$ cat src/rtl/logicnets_argmax_decoder.sv
// Argmax output stage for a LogicNets classifier. It captures the final-layer
// vector and scans the class scores one per cycle. It returns the winning
// class over a valid/ready handshake and counts the results handed off.
module logicnets_argmax_decoder #(
    parameter int unsigned NUM_CLASSES = 4,
    parameter int unsigned SCORE_BITS  = 3,
    parameter int unsigned IDX_BITS    = 2,
    parameter int unsigned CNT_BITS    = 16
) (
    input  logic                              clk,
    input  logic                              rst,
    input  logic                              in_valid,
    output logic                              in_ready,
    input  logic [NUM_CLASSES*SCORE_BITS-1:0] in_data,
    output logic                              out_valid,
    input  logic                              out_ready,
    output logic [IDX_BITS-1:0]               out_class,
    output logic [SCORE_BITS-1:0]             out_score,
    output logic [CNT_BITS-1:0]               out_count
);

    localparam int unsigned DATA_W = NUM_CLASSES * SCORE_BITS;

    typedef enum logic [1:0] {
        IDLE = 2'd0,
        SCAN = 2'd1,
        OUT  = 2'd2
    } state_t;

    state_t                state;
    state_t                state_nxt;

    logic [DATA_W-1:0]     data_q;
    logic [IDX_BITS-1:0]   scan_idx;
    logic [IDX_BITS-1:0]   best_idx;
    logic [SCORE_BITS-1:0] best_score;

    logic [SCORE_BITS-1:0] cur_score;
    logic                  cur_gt;
    logic                  scan_last;
    logic [IDX_BITS-1:0]   best_idx_nxt;
    logic [SCORE_BITS-1:0] best_score_nxt;

    // State register
    always_ff @(posedge clk) begin
        if (rst) begin
            state <= IDLE;
        end else begin
            state <= state_nxt;
        end
    end

    // Next-state logic
    always_comb begin
        state_nxt = state;
        case (state)
            IDLE:    if (in_valid)  state_nxt = SCAN;
            SCAN:    if (scan_last) state_nxt = OUT;
            OUT:     if (out_ready) state_nxt = IDLE;
            default: state_nxt = IDLE;
        endcase
    end

    // Handshake flags decoded from state only
    always_comb begin
        in_ready  = 1'b0;
        out_valid = 1'b0;
        case (state)
            IDLE:    in_ready  = 1'b1;
            OUT:     out_valid = 1'b1;
            default: ;
        endcase
    end

    // Select the score under inspection and fold it into the running best
    always_comb begin
        cur_score = '0;
        for (int unsigned k = 0; k < NUM_CLASSES; k++) begin
            if (scan_idx == IDX_BITS'(k)) begin
                cur_score = data_q[k*SCORE_BITS +: SCORE_BITS];
            end
        end
        // Strictly greater only, so a tie keeps the lower index
        cur_gt         = cur_score > best_score;
        best_idx_nxt   = cur_gt ? scan_idx  : best_idx;
        best_score_nxt = cur_gt ? cur_score : best_score;
        scan_last      = scan_idx == IDX_BITS'(NUM_CLASSES - 1);
    end

    // Capture, scan and result registers; reset discards any work in flight
    always_ff @(posedge clk) begin
        if (rst) begin
            data_q     <= '0;
            scan_idx   <= '0;
            best_idx   <= '0;
            best_score <= '0;
            out_class  <= '0;
            out_score  <= '0;
            out_count  <= '0;
        end else begin
            case (state)
                IDLE: begin
                    if (in_valid) begin
                        data_q     <= in_data;
                        best_idx   <= '0;
                        best_score <= in_data[SCORE_BITS-1:0];
                        scan_idx   <= IDX_BITS'(1);
                    end
                end
                SCAN: begin
                    best_idx   <= best_idx_nxt;
                    best_score <= best_score_nxt;
                    if (scan_last) begin
                        out_class <= best_idx_nxt;
                        out_score <= best_score_nxt;
                    end else begin
                        scan_idx <= scan_idx + IDX_BITS'(1);
                    end
                end
                OUT: begin
                    if (out_ready) begin
                        out_count <= out_count + CNT_BITS'(1);
                    end
                end
                default: ;
            endcase
        end
    end

endmodule

$ cat config.mk
export PLATFORM = sky130hd
export DESIGN_NAME = logicnets_argmax_decoder
export DESIGN_NICKNAME = d
export VERILOG_FILES = /design/src/rtl/logicnets_argmax_decoder.sv
export SDC_FILE = /design/constraint.sdc
export NUM_CORES = 1
export LEC_CHECK = 0
export BUFFER_PORTS_ARGS = -buffer_cell sky130_fd_sc_hd__buf_2
export CORE_MARGIN = 2
export CORE_UTILIZATION = 25
export CTS_BUF_LIST = sky130_fd_sc_hd__clkbuf_8
export DETAILED_ROUTE_END_ITERATION = 12
export GPL_ROUTABILITY_DRIVEN = 0
export HOLD_SLACK_MARGIN = 0.1
export PLACE_DENSITY_LB_ADDON = 0.3
export SETUP_SLACK_MARGIN = 0.5
export SYNTH_ARGS = -nofsm -noshare
export SYNTH_HDL_FRONTEND = slang
export SYNTH_SLANG_ARGS = --single-unit
$ cat constraint.sdc
create_clock -name clk -period 4.6 [get_ports clk]
set_input_delay 1.15 -clock clk [delete_from_list [all_inputs] [get_ports clk]]
set_output_delay 1.15 -clock clk [all_outputs]
set_load 0.01 [all_outputs]
Word level (Yosys, flattened, before mapping)
Index checks and enable logic that the tools add are counted.
{"block": "word_totals", "reg_bits": 42, "out_inout_bits": 23, "in_bits": 16, "elab_cells": 47}
{"block": "op_classes", "muxes": 18, "reduce_logical": 9, "order_cmp": 1, "add_sub_neg": 2, "eq_ne": 9}
{"op": "$mux W3", "n": 6}
{"op": "$add A16 B1 Y16 const B", "n": 1}
{"op": "$mux W2", "n": 6}
{"op": "$ne A2 B2 Y1 const B", "n": 4}
{"op": "$pmux W2 S2", "n": 2}
{"op": "$reduce_and A2 Y1", "n": 4}
{"op": "$eq A2 B2 Y1 const B", "n": 3}
{"op": "$pmux W2 S3", "n": 1}
{"op": "$pmux W3 S2", "n": 1}
{"op": "$reduce_and A3 Y1", "n": 2}
{"op": "$eq A2 B1 Y1 const B", "n": 2}
{"op": "$logic_not A2 Y1", "n": 2}
{"op": "$gt A3 B3 Y1", "n": 1}
{"op": "$add A2 B1 Y2 const B", "n": 1}
{"op": "$mux W1", "n": 2}
{"op": "$reduce_bool A2 Y1", "n": 1}

Depth between registers and ports, before layout
{"block": "depth", "depth_word": 8, "mapped_depth": 12, "mapped_depth_nobuf": 11}

Worst setup path before layout
No wires, ideal clock.
{"block": "synth_path", "path_type": "register to register", "from": "register scan_idx[1]", "to": "register out_score[0]", "path_buffers": 0, "path_slack_ns": 2.132, "setup_time_ns": 0.079, "period_less_slack_ns": 2.468, "required_time_ns": 4.521, "stages_incl_launch_ff": 10, "arrival_ns": 2.388, "path_cell_list": "dfxtp_1 -> inv_1 -> ha_1 -> nor2b_2 -> a22oi_1 -> a221oi_1 -> ha_1 -> a311oi_2 -> mux2_2 -> a211oi_2"}
{"block": "synth_via", "elab_chain_cells": 7, "elab_cells_between_ends": 11, "classes_between": "order compare (1); eq/ne (3); mux (5); reduce/logical (2)"}
{"element": "start, declared", "line_no": "34", "text": "logic [IDX_BITS-1:0] scan_idx;"}
{"element": "start signal, assigned", "line_no": "117", "text": "scan_idx <= scan_idx + IDX_BITS'(1);"}
{"element": "$logic_not A2 Y1", "line_no": "79", "text": "if (scan_idx == IDX_BITS'(k)) begin"}
{"element": "$mux W3 (4 in series)", "line_no": "79"}
{"element": "$gt A3 B3 Y1", "line_no": "84", "text": "cur_gt = cur_score > best_score;"}
{"element": "$mux W3", "line_no": "86", "text": "best_score_nxt = cur_gt ? cur_score : best_score;"}
{"element": "end signal, assigned", "line_no": "115", "text": "out_score <= best_score_nxt;"}
{"element": "end, declared", "line_no": "18", "text": "output logic [SCORE_BITS-1:0] out_score,"}
Several ways; a longest one is shown, not always the timed one.
A chain may end at the register's enable or synchronous reset.

Worst setup path after layout
Ends and elaborated chain as after synthesis.

==> out/metrics.cfg <==
[clock_network]
clockBufferDepth = 2
cts_num_sinks = 42
h-tree-depth = 2
ctsResizeCount = 0
cts_tree = built
cts.clk_slew.worst_paths_ps = 80
clk_latency_ps = 300
clock_tree.root_cell = clkbuf_8
cts_setup_buffers = 0
cts_buffers = 5
postCtsHoldBufs = 0

[yosys]
ys_seq_area_share_pct = 42.26
syn_area_per_cell_um2 = 8.466
syn_area_mm2 = 0.001989
synth_flop_cell = dfxtp_1
synth-seq-cells = 42
synth_nets = 259
synthDistinctLibCells = 40
ys_async_sr_fraction_pct = 0
yosysWarnings = 0
synth_edf_count = 0
synthesis.instances = 235

[layout]
final_common_cell = dfxtp_1
fill_cells = 866
layout-drive-gt1-share_pct = 19.26
antenna_cells = 0
final_cell_mix = dfxtp_1 (42), buf_2 (38), nand2_1 (37)
nets = 293
finalNonFillerCells = 372
area_delta_synth_final_pct = 17.74

[route]
drt_pass1_iterations = 4
final_antenna_net_count = 0
post_drt_wl_per_cell_um = 12.04
wl_um = 4480
vias = 1673
vias_per_cell = 4.497
drtIter0Drc = 68
drc = 0

[critical_path]
worstReg2RegEnd = out_score[0]
setup.worst_path.start = scan_idx[1]
crit_end = out_score[0]
reg2reg_depth = 9
worst_ep_arrival_time_ps = 3470
r2r-start = scan_idx[1]
critPathMaxFanout = 11
regToRegSetupSlack_ps = 1350
cp-start-kind = flip-flop
worstPathRequired_ps = 4820
worst_setup_path_end_kind = flip-flop
critPathKind = flip-flop to flip-flop

[placement]
dpl.cell_count = 364
io_buffers = 38
post-dp-hpwl_um = 3215
place_ws_ps = 1375

[outcome]
outcome = completed

[die]
initial_core_util_pct = 25.74
num_rows = 32
die_h_um = 93.21
die_w_um = 93.21
ios = 39
core_mm2 = 0.007727
die_area_mm2 = 0.008687

[timing]
fmax_mhz = 307.9
rsz0062_at_grt = no
clock_skew_ps = 3.432
tightest_slew_ps = 869.7
fin_ws_ps = 1352
fin_crit_sh_pct = 70.60
slew_headroom_pct = 42.02
maxSlewViolCount = 0
hold_violations = 0
setup_viol = 0
period_minus_slack_ps = 3248
tns_ps = 0

[power_and_ir_drop]
irDropWorstVdd_mv = 0.09208
p_per_area_mw_per_mm2 = 315.7
power.leakage_nw = 0.9450

[grt]
grt_overflow = 0
grt_pass1_vias = 1588
antenna_found_initial = 0
grt_max_degree = 44
grt_pass1_wl_um = 7734
grt_usage_pct = 11.46

[flow_run]
drv_cap = 0

[hold_path]
hp-class = flip-flop to flip-flop

-- worst min path at each step --
| stage | startpoint | to | slack, ps | depth (start not counted) |
|---|---|---|---|---|
| 6_report | data_q[0] | data_q[0] | 460 | 2 |
| 3_3_place_gp | data_q[10] | data_q[10] | 450 | 2 |
| 2_1_floorplan | data_q[8] | data_q[8] | 430 | 2 |
| 3_5_place_dp | data_q[0] | data_q[0] | 450 | 2 |
| 5_1_grt | data_q[7] | data_q[7] | 480 | 2 |
| 4_1_cts | data_q[0] | data_q[0] | 460 | 2 |
-- cell type report --
class,count,area [um2],area share (%)
Multi-Input combinational cell,171,1051,44.87
Sequential cell,42,840.8,35.90
Timing Repair Buffer,38,190.2,8.120
Tap cell,102,127.6,5.449
Clock buffer,6,82.58,3.526
Inverter,11,41.29,1.763
Clock inverter,2,8.758,0.3739
-- cells by family after synthesis --
family / share of synthesized area (%)
AO/OA/AOI/OAI: 14.34
XOR/XNOR: 6.603
adder cells (fa/ha/maj): 5.032
buffers and inverters: 4.905
flip-flops: 42.26
multiplexers: 3.082
AND/OR/NAND/NOR: 23.77
-- routing by layer --
layer  GRT usage (%)  share of wire (%)  wire [um]  vias up
li1                -                  -          -      864
met1           15.43                 48       2152      767
met2           16.67                 44       1975       34
met3           3.465                5.5        247        8
met4           5.515                2.3        104        0
met5               0                  0          0        -
-- worst max-delay path, stage by stage, from the launching register on --
cell	delay, ps
dfxtp_1	450
inv_1	110
ha_1	250
nor2b_2	140
a22oi_1	70
a221oi_1	380
ha_1	340
a311oi_2	790
mux2_2	440
a211oi_2	200
-- report_power, final --
group          switching [mW]  total (mW)  internal, mW  leakage, nW
registers              0.0110       0.386         0.375        0.341
clock network           0.128       0.247         0.119       0.0524
logic                  0.0619       0.107        0.0449        0.551
-- Yosys cell counts, types with 3 or more instances --
cell type / count / area (um2)
dfxtp_1: 42 / 840.8
a21oi_1: 18 / 90.09
a21o_1: 3 / 22.52
mux2i_1: 5 / 50.05
xnor2_1: 4 / 35.03
clkbuf_1: 6 / 22.52
a211oi_1: 5 / 37.54
nor2_1: 29 / 108.9
xor2_1: 11 / 96.34
nand4_1: 4 / 25.02
nand2_1: 37 / 138.9
inv_1: 11 / 41.29
nand3b_1: 3 / 22.52
ha_1: 8 / 100.1
a22oi_1: 5 / 37.54
buf_2: 3 / 15.01
o21ai_0: 4 / 20.02
nand3_1: 8 / 40.04
-- per-stage QoR --
stage               utilization [%]  cell area [um2]  power, mW  hold slack, ps
global placement              29.13             2251     0.4999           446.6
finish                        30.31             2342     0.7394           459.9
floorplan                         -             1989     0.4813           431.5
CTS                           30.31             2342     0.7520           463.8
global route                  30.31             2342     0.7837           479.3
detailed placement            29.13             2251     0.5021           452.1
-- flip-flops by register name, indices dropped and copies added, names as in the netlist --
register,flops
out_count,16
data_q,12
best_score,3
out_score,3
best_idx,2
out_class,2
scan_idx,2
state,2
No activity file was read; power rests on OpenSTA's default activity.
